File: src/rtl/pe_vec_mac_if.sv
// Beat/result bus of the vector MAC: configuration, ifmap/weight/bias beat input,
// opsum result output, plus busy and the FSM state for observation.
interface pe_vec_mac_if #(
  parameter int DATA_W = 8,
  parameter int LANES  = 4,
  parameter int ACC_W  = 32,
  parameter int CNT_W  = 8
);
  // Handshake: a beat moves when in_valid & in_ready; a result moves when
  // out_valid & out_ready. A source holds its payload stable while valid is
  // high and ready is low; valid never waits on ready.
  logic [CNT_W-1:0]        cfg_len;
  logic                    cfg_signed;
  logic                    cfg_relu;
  logic                    in_valid;
  logic                    in_ready;
  logic [LANES*DATA_W-1:0] ifmap;
  logic [LANES*DATA_W-1:0] weight;
  logic [ACC_W-1:0]        bias;
  logic                    out_valid;
  logic                    out_ready;
  logic [ACC_W-1:0]        opsum;
  logic                    busy;
  logic [1:0]              state_dbg;

  modport master (
    output cfg_len, cfg_signed, cfg_relu, in_valid, ifmap, weight, bias, out_ready,
    input  in_ready, out_valid, opsum, busy, state_dbg
  );

  modport slave (
    input  cfg_len, cfg_signed, cfg_relu, in_valid, ifmap, weight, bias, out_ready,
    output in_ready, out_valid, opsum, busy, state_dbg
  );
endinterface

File: src/rtl/pe_vec_mac.sv
// Vector MAC processing element: LANES products per beat summed into one
// accumulator over cfg_len beats, seeded with bias, optional ReLU on the result.
module pe_vec_mac #(
  parameter int DATA_W = 8,
  parameter int LANES  = 4,
  parameter int ACC_W  = 32,
  parameter int CNT_W  = 8
) (
  input logic           clk,
  input logic           rst,
  pe_vec_mac_if.slave   bus
);
  localparam int PW = 2*DATA_W + 2;

  typedef enum logic [1:0] {IDLE = 2'd0, ACC = 2'd1, DONE = 2'd2} state_t;

  state_t            state, state_nxt;
  logic [CNT_W-1:0]  len_q, cnt;
  logic              signed_q, relu_q;
  logic [ACC_W-1:0]  acc, dot, acc_nxt;
  logic              accept, use_signed, relu_eff, last_beat;

  logic signed [DATA_W:0] lane_a, lane_b;
  logic signed [PW-1:0]   prod;

  assign accept     = bus.in_valid & bus.in_ready;
  assign use_signed = (state == IDLE) ? bus.cfg_signed : signed_q;
  // ReLU only makes sense for signed results; an unsigned MSB is magnitude.
  assign relu_eff   = (state == IDLE) ? (bus.cfg_relu & bus.cfg_signed) : (relu_q & signed_q);
  assign last_beat  = (state == IDLE) ? (bus.cfg_len <= CNT_W'(1))
                                      : ((cnt + CNT_W'(1)) == len_q);
  assign acc_nxt    = ((state == IDLE) ? bus.bias : acc) + dot;
  assign bus.state_dbg = state;

  // One extra bit per operand lets signed and unsigned lanes share a signed multiply.
  always_comb begin
    dot    = '0;
    lane_a = '0;
    lane_b = '0;
    prod   = '0;
    for (int i = 0; i < LANES; i++) begin
      lane_a = {use_signed & bus.ifmap[i*DATA_W + DATA_W-1],  bus.ifmap[i*DATA_W +: DATA_W]};
      lane_b = {use_signed & bus.weight[i*DATA_W + DATA_W-1], bus.weight[i*DATA_W +: DATA_W]};
      prod   = lane_a * lane_b;
      dot    = dot + {{(ACC_W-PW){prod[PW-1]}}, prod};
    end
  end

  always_ff @(posedge clk) begin
    if (rst) state <= IDLE;
    else     state <= state_nxt;
  end

  always_comb begin
    state_nxt     = state;
    bus.in_ready  = 1'b0;
    bus.out_valid = 1'b0;
    bus.busy      = 1'b0;
    case (state)
      IDLE: begin
        bus.in_ready = 1'b1;
        if (bus.in_valid) state_nxt = last_beat ? DONE : ACC;
      end
      ACC: begin
        bus.in_ready = 1'b1;
        bus.busy     = 1'b1;
        if (bus.in_valid && last_beat) state_nxt = DONE;
      end
      DONE: begin
        bus.out_valid = 1'b1;
        bus.busy      = 1'b1;
        if (bus.out_ready) state_nxt = IDLE;
      end
      default: state_nxt = IDLE;
    endcase
  end

  always_ff @(posedge clk) begin
    if (rst) begin
      acc       <= '0;
      cnt       <= '0;
      len_q     <= '0;
      signed_q  <= 1'b0;
      relu_q    <= 1'b0;
      bus.opsum <= '0;
    end else if (accept) begin
      acc <= acc_nxt;
      if (state == IDLE) begin
        cnt      <= CNT_W'(1);
        len_q    <= (bus.cfg_len == '0) ? CNT_W'(1) : bus.cfg_len;
        signed_q <= bus.cfg_signed;
        relu_q   <= bus.cfg_relu;
      end else begin
        cnt <= cnt + CNT_W'(1);
      end
      // Result is captured on the DONE entry edge so it is stable for the whole DONE stay.
      if (last_beat) bus.opsum <= (relu_eff && acc_nxt[ACC_W-1]) ? '0 : acc_nxt;
    end
  end
endmodule

File: src/flat_wrapper.sv
// flat-port wrapper written by rule: the top's interface ports become plain ports
module pe_vec_mac_flat 
#(
  parameter int DATA_W = 8,
  parameter int LANES  = 4,
  parameter int ACC_W  = 32,
  parameter int CNT_W  = 8
)
  (clk, rst, bus_cfg_len, bus_cfg_signed, bus_cfg_relu, bus_in_valid, bus_ifmap, bus_weight, bus_bias, bus_out_ready, bus_in_ready, bus_out_valid, bus_opsum, bus_busy, bus_state_dbg);
  pe_vec_mac_if #(.DATA_W(DATA_W), .LANES(LANES), .ACC_W(ACC_W), .CNT_W(CNT_W)) bus_i ();
  input logic clk;
  input logic rst;
  input wire logic [$bits(bus_i.cfg_len)-1:0] bus_cfg_len;
  input wire logic [$bits(bus_i.cfg_signed)-1:0] bus_cfg_signed;
  input wire logic [$bits(bus_i.cfg_relu)-1:0] bus_cfg_relu;
  input wire logic [$bits(bus_i.in_valid)-1:0] bus_in_valid;
  input wire logic [$bits(bus_i.ifmap)-1:0] bus_ifmap;
  input wire logic [$bits(bus_i.weight)-1:0] bus_weight;
  input wire logic [$bits(bus_i.bias)-1:0] bus_bias;
  input wire logic [$bits(bus_i.out_ready)-1:0] bus_out_ready;
  output wire logic [$bits(bus_i.in_ready)-1:0] bus_in_ready;
  output wire logic [$bits(bus_i.out_valid)-1:0] bus_out_valid;
  output wire logic [$bits(bus_i.opsum)-1:0] bus_opsum;
  output wire logic [$bits(bus_i.busy)-1:0] bus_busy;
  output wire logic [$bits(bus_i.state_dbg)-1:0] bus_state_dbg;
  assign bus_i.cfg_len = bus_cfg_len;
  assign bus_i.cfg_signed = bus_cfg_signed;
  assign bus_i.cfg_relu = bus_cfg_relu;
  assign bus_i.in_valid = bus_in_valid;
  assign bus_i.ifmap = bus_ifmap;
  assign bus_i.weight = bus_weight;
  assign bus_i.bias = bus_bias;
  assign bus_i.out_ready = bus_out_ready;
  assign bus_in_ready = bus_i.in_ready;
  assign bus_out_valid = bus_i.out_valid;
  assign bus_opsum = bus_i.opsum;
  assign bus_busy = bus_i.busy;
  assign bus_state_dbg = bus_i.state_dbg;
  pe_vec_mac #(.DATA_W(DATA_W), .LANES(LANES), .ACC_W(ACC_W), .CNT_W(CNT_W)) u_core (.clk(clk), .rst(rst), .bus(bus_i));
endmodule
File: config.mk
export PLATFORM = sky130hd
export DESIGN_NAME = pe_vec_mac_flat
export DESIGN_NICKNAME = d
export VERILOG_FILES = /design/src/rtl/pe_vec_mac_if.sv /design/src/rtl/pe_vec_mac.sv /design/src/flat_wrapper.sv
export SDC_FILE = /design/constraint.sdc
export NUM_CORES = 1
export LEC_CHECK = 0
export ABC_CLOCK_PERIOD_IN_PS = 29800
export CAP_MARGIN = 0
export CORE_ASPECT_RATIO = 1.1
export CORE_MARGIN = 4
export CORE_UTILIZATION = 58
export CTS_CLUSTER_SIZE = 30
export DETAILED_ROUTE_END_ITERATION = 6
export DONT_BUFFER_PORTS = 1
export PLACE_DENSITY = 0.74
export SYNTH_ARGS = -nofsm -noshare
export SYNTH_HDL_FRONTEND = slang
export SYNTH_SLANG_ARGS = --single-unit
File: constraint.sdc
create_clock -name clk -period 29.8 [get_ports clk]
set_input_delay 1.49 -clock clk [delete_from_list [all_inputs] [get_ports clk]]
set_output_delay 1.49 -clock clk [all_outputs]
set_load 0.005 [all_outputs]
==> results.toml <==
[timing]
fmax_mhz = 78.55
worst_slew_pin_slew_ns = 1.187
max_slew_margin_pct = 20.79
rsz0062_at_grt = "false"
fin_tns_setup_ns = 0
maxSlewViolCount = 0
setup_violations = 0
final_hold_viol_count = 0
fin_crit_ns = 12.73
fin_skew_ns = 0.008384
finalCritPeriodShare_pct = 42.72

[floorplan]
die_w_um = 181.3
die_h_um = 198.7
die-area_um2 = 36020
io_pins = 147
rows = 69
core-area_um2 = 32460
initial_utilization_pct = 59.04

[place]
dp.final_hpwl_mm = 37.50
gp_congestion = 0.9327
port_buffers = 0

[synthesis]
synth_fp_nets = 2788
synth-seq-cells = 84
synthArstFlopShare_pct = 0
synth_area_leaders = "fa_1 (39%), ha_1 (12%), dfxtp_1 (8.8%)"
synth-edff-count = 0
syn_inst = 2114
ys.flop_type = "dfxtp_1"
yosys.area.top_type = "fa_1"
ys_warn_count = 0
ys_seq_area_share_pct = 8.774
syn_avg_cell_area_um2 = 9.066
syn_area_um2 = 19170
synth_cell_type_count = 64
yosysTopAreaCellShare_pct = 39.07

[clock_network]
h-tree-depth = 3
cts.clk_slew.worst_paths_ns = 0.07
worstSkewPairLatency_ns = 0.34
cts_buffers = 9
ctsLongestPathBuffers = 2
cts_resized = 0
cts_tree = "done"
holdBufCountCts = 0
root_buffer = "clkbuf_16"
clkSinkCount = 84
cts_setup_buffers = 0

[run]
drv_cap = 0

[critical_path]
r2r_start = "u_core.bus.state_dbg[0]$_SDFFE_PP0P_"
crit_top_cell = "fa_1"
cp-end-kind = "flop"
crit_start = "u_core.bus.state_dbg[0]$_SDFFE_PP0P_"
cp-endpoint = "u_core.bus.opsum[21]$_SDFFE_PP0P_"
r2r_end = "u_core.bus.opsum[21]$_SDFFE_PP0P_"
crit_buf_inv = 7
cp-start-kind = "flop"
cp_max_fo = 53
critPathTopFamily = "adder cells"
cp.depth = 37
slowest_stage = "xor2_1"
path_class = "reg -> reg"
regToRegSetupSlack_ns = 17.07
cp.arrival_ns = 13.00
cpPeakStageDelay_ns = 0.76
worstPathRequired_ns = 30.07
r2r_cells = 37

[global_routing]
overflow = 0
grt_pass1_vias = 14680
grt_usage_pct = 25.30
grt_pass1_wl_mm = 74.54
antenna_found_initial = 3
grt_max_degree = 57

[routing]
firstDrtPassIters = 5
antenna_left = 0
vias = 13750
routed_wl_mm = 43.76
drc = 0
drtIter0Drc = 707
routed_via_density = 5.522
wire_per_inst_um = 17.57

[min_path]
worstHoldPathType = "reg -> reg"

[finish]
nFillCells = 2792
syn2layout_area_growth_pct = 3.388
layout-drive-gt1-share_pct = 4.510
nets = 2731
mostFrequentLayoutCell = "inv_1"
final_cell_mix = "inv_1 (441), fa_1 (374), nand2_1 (259)"

[run_status]
outcome = "finished clean"
through the flow:
stage	cell area, um2	cells	util (%)	setup WS, ns	hold WS, ns
after global placement	19450	2472	59.92	17.33	0.4330
after global routing	19820	2490	61.04	16.36	0.4632
after CTS	19810	2488	61.03	17.18	0.4479
final	19820	2490	61.04	17.07	0.4496
after detailed placement	19450	2472	59.92	17.07	0.4391
after floorplan	19170	2114	-	18.68	0.4338
worst min path at each step:
stage | slack, ns | cells past startpoint | endpoint | startpoint
floorplan | 0.43 | 2 | u_core.acc[10]$_SDFFE_PP0P_ | u_core.acc[10]$_SDFFE_PP0P_
global placement | 0.43 | 2 | u_core.acc[25]$_SDFFE_PP0P_ | u_core.acc[25]$_SDFFE_PP0P_
detailed placement | 0.44 | 2 | u_core.acc[21]$_SDFFE_PP0P_ | u_core.acc[21]$_SDFFE_PP0P_
CTS | 0.45 | 2 | u_core.acc[21]$_SDFFE_PP0P_ | u_core.acc[21]$_SDFFE_PP0P_
global route | 0.46 | 2 | u_core.acc[29]$_SDFFE_PP0P_ | u_core.acc[29]$_SDFFE_PP0P_
finish | 0.45 | 2 | u_core.acc[19]$_SDFFE_PP0P_ | u_core.acc[19]$_SDFFE_PP0P_
per-layer routing:
layer | up-vias | global-route usage, % | wire [um]
met5 | - | 0 | 13
met4 | 2 | 6.922 | 1394
met3 | 83 | 3.347 | 2166
met2 | 367 | 45.85 | 22760
met1 | 6906 | 32.12 | 17420
li1 | 6391 | - | -
cell usage after synthesis (21+ instances only):
library cell	n
a21o_1	21
a21oi_1	81
a22o_2	30
and2_1	137
and3_1	24
clkbuf_1	66
dfxtp_1	84
fa_1	374
ha_1	190
inv_1	441
nand2_1	259
nand2b_1	27
nor2_1	69
o21ai_0	30
xnor2_1	70
xor2_1	29
sequential cells by signal, summed over array words and instances (netlist names):
signal and cells:
u_core.cnt 8, u_core.bus.opsum 32, u_core.len_q 8, u_core.relu_q 1
u_core.bus.state_dbg 2, u_core.signed_q 1, u_core.acc 32
area by class of cell:
type	instances	area (um2)	area share, %
Antenna cell	2	5.005	0.02526
Clock buffer	11	252.7	1.275
Clock inverter	5	107.6	0.5430
Inverter	441	1655	8.354
Multi-Input combinational cell	1514	15530	78.36
Sequential cell	84	1682	8.486
Tap cell	426	533.0	2.690
Timing Repair Buffer	7	52.55	0.2652
worst register-to-register path: cells and delay by family, from the launching register on:
kind / cells / cell delay (ns)
buf+inv: 7 / 0.94
xor+xnor: 2 / 1.21
flops: 1 / 0.35
mux: 1 / 0.75
fa+ha+maj: 12 / 5.33
compound gates: 9 / 2.48
simple gates: 6 / 1.63
logic make-up after synthesis:
| logic type | synth area share (%) |
|---|---|
| buffers and inverters | 10.24 |
| AND/OR/NAND/NOR | 14.70 |
| flip-flops | 8.774 |
| XOR/XNOR | 4.648 |
| AO/OA/AOI/OAI | 8.330 |
| adder cells (fa/ha/maj) | 51.47 |
| multiplexers | 1.848 |
Power is not shown: default switching activity piles up to over one toggle a cycle in this logic, so the estimate is an artifact.
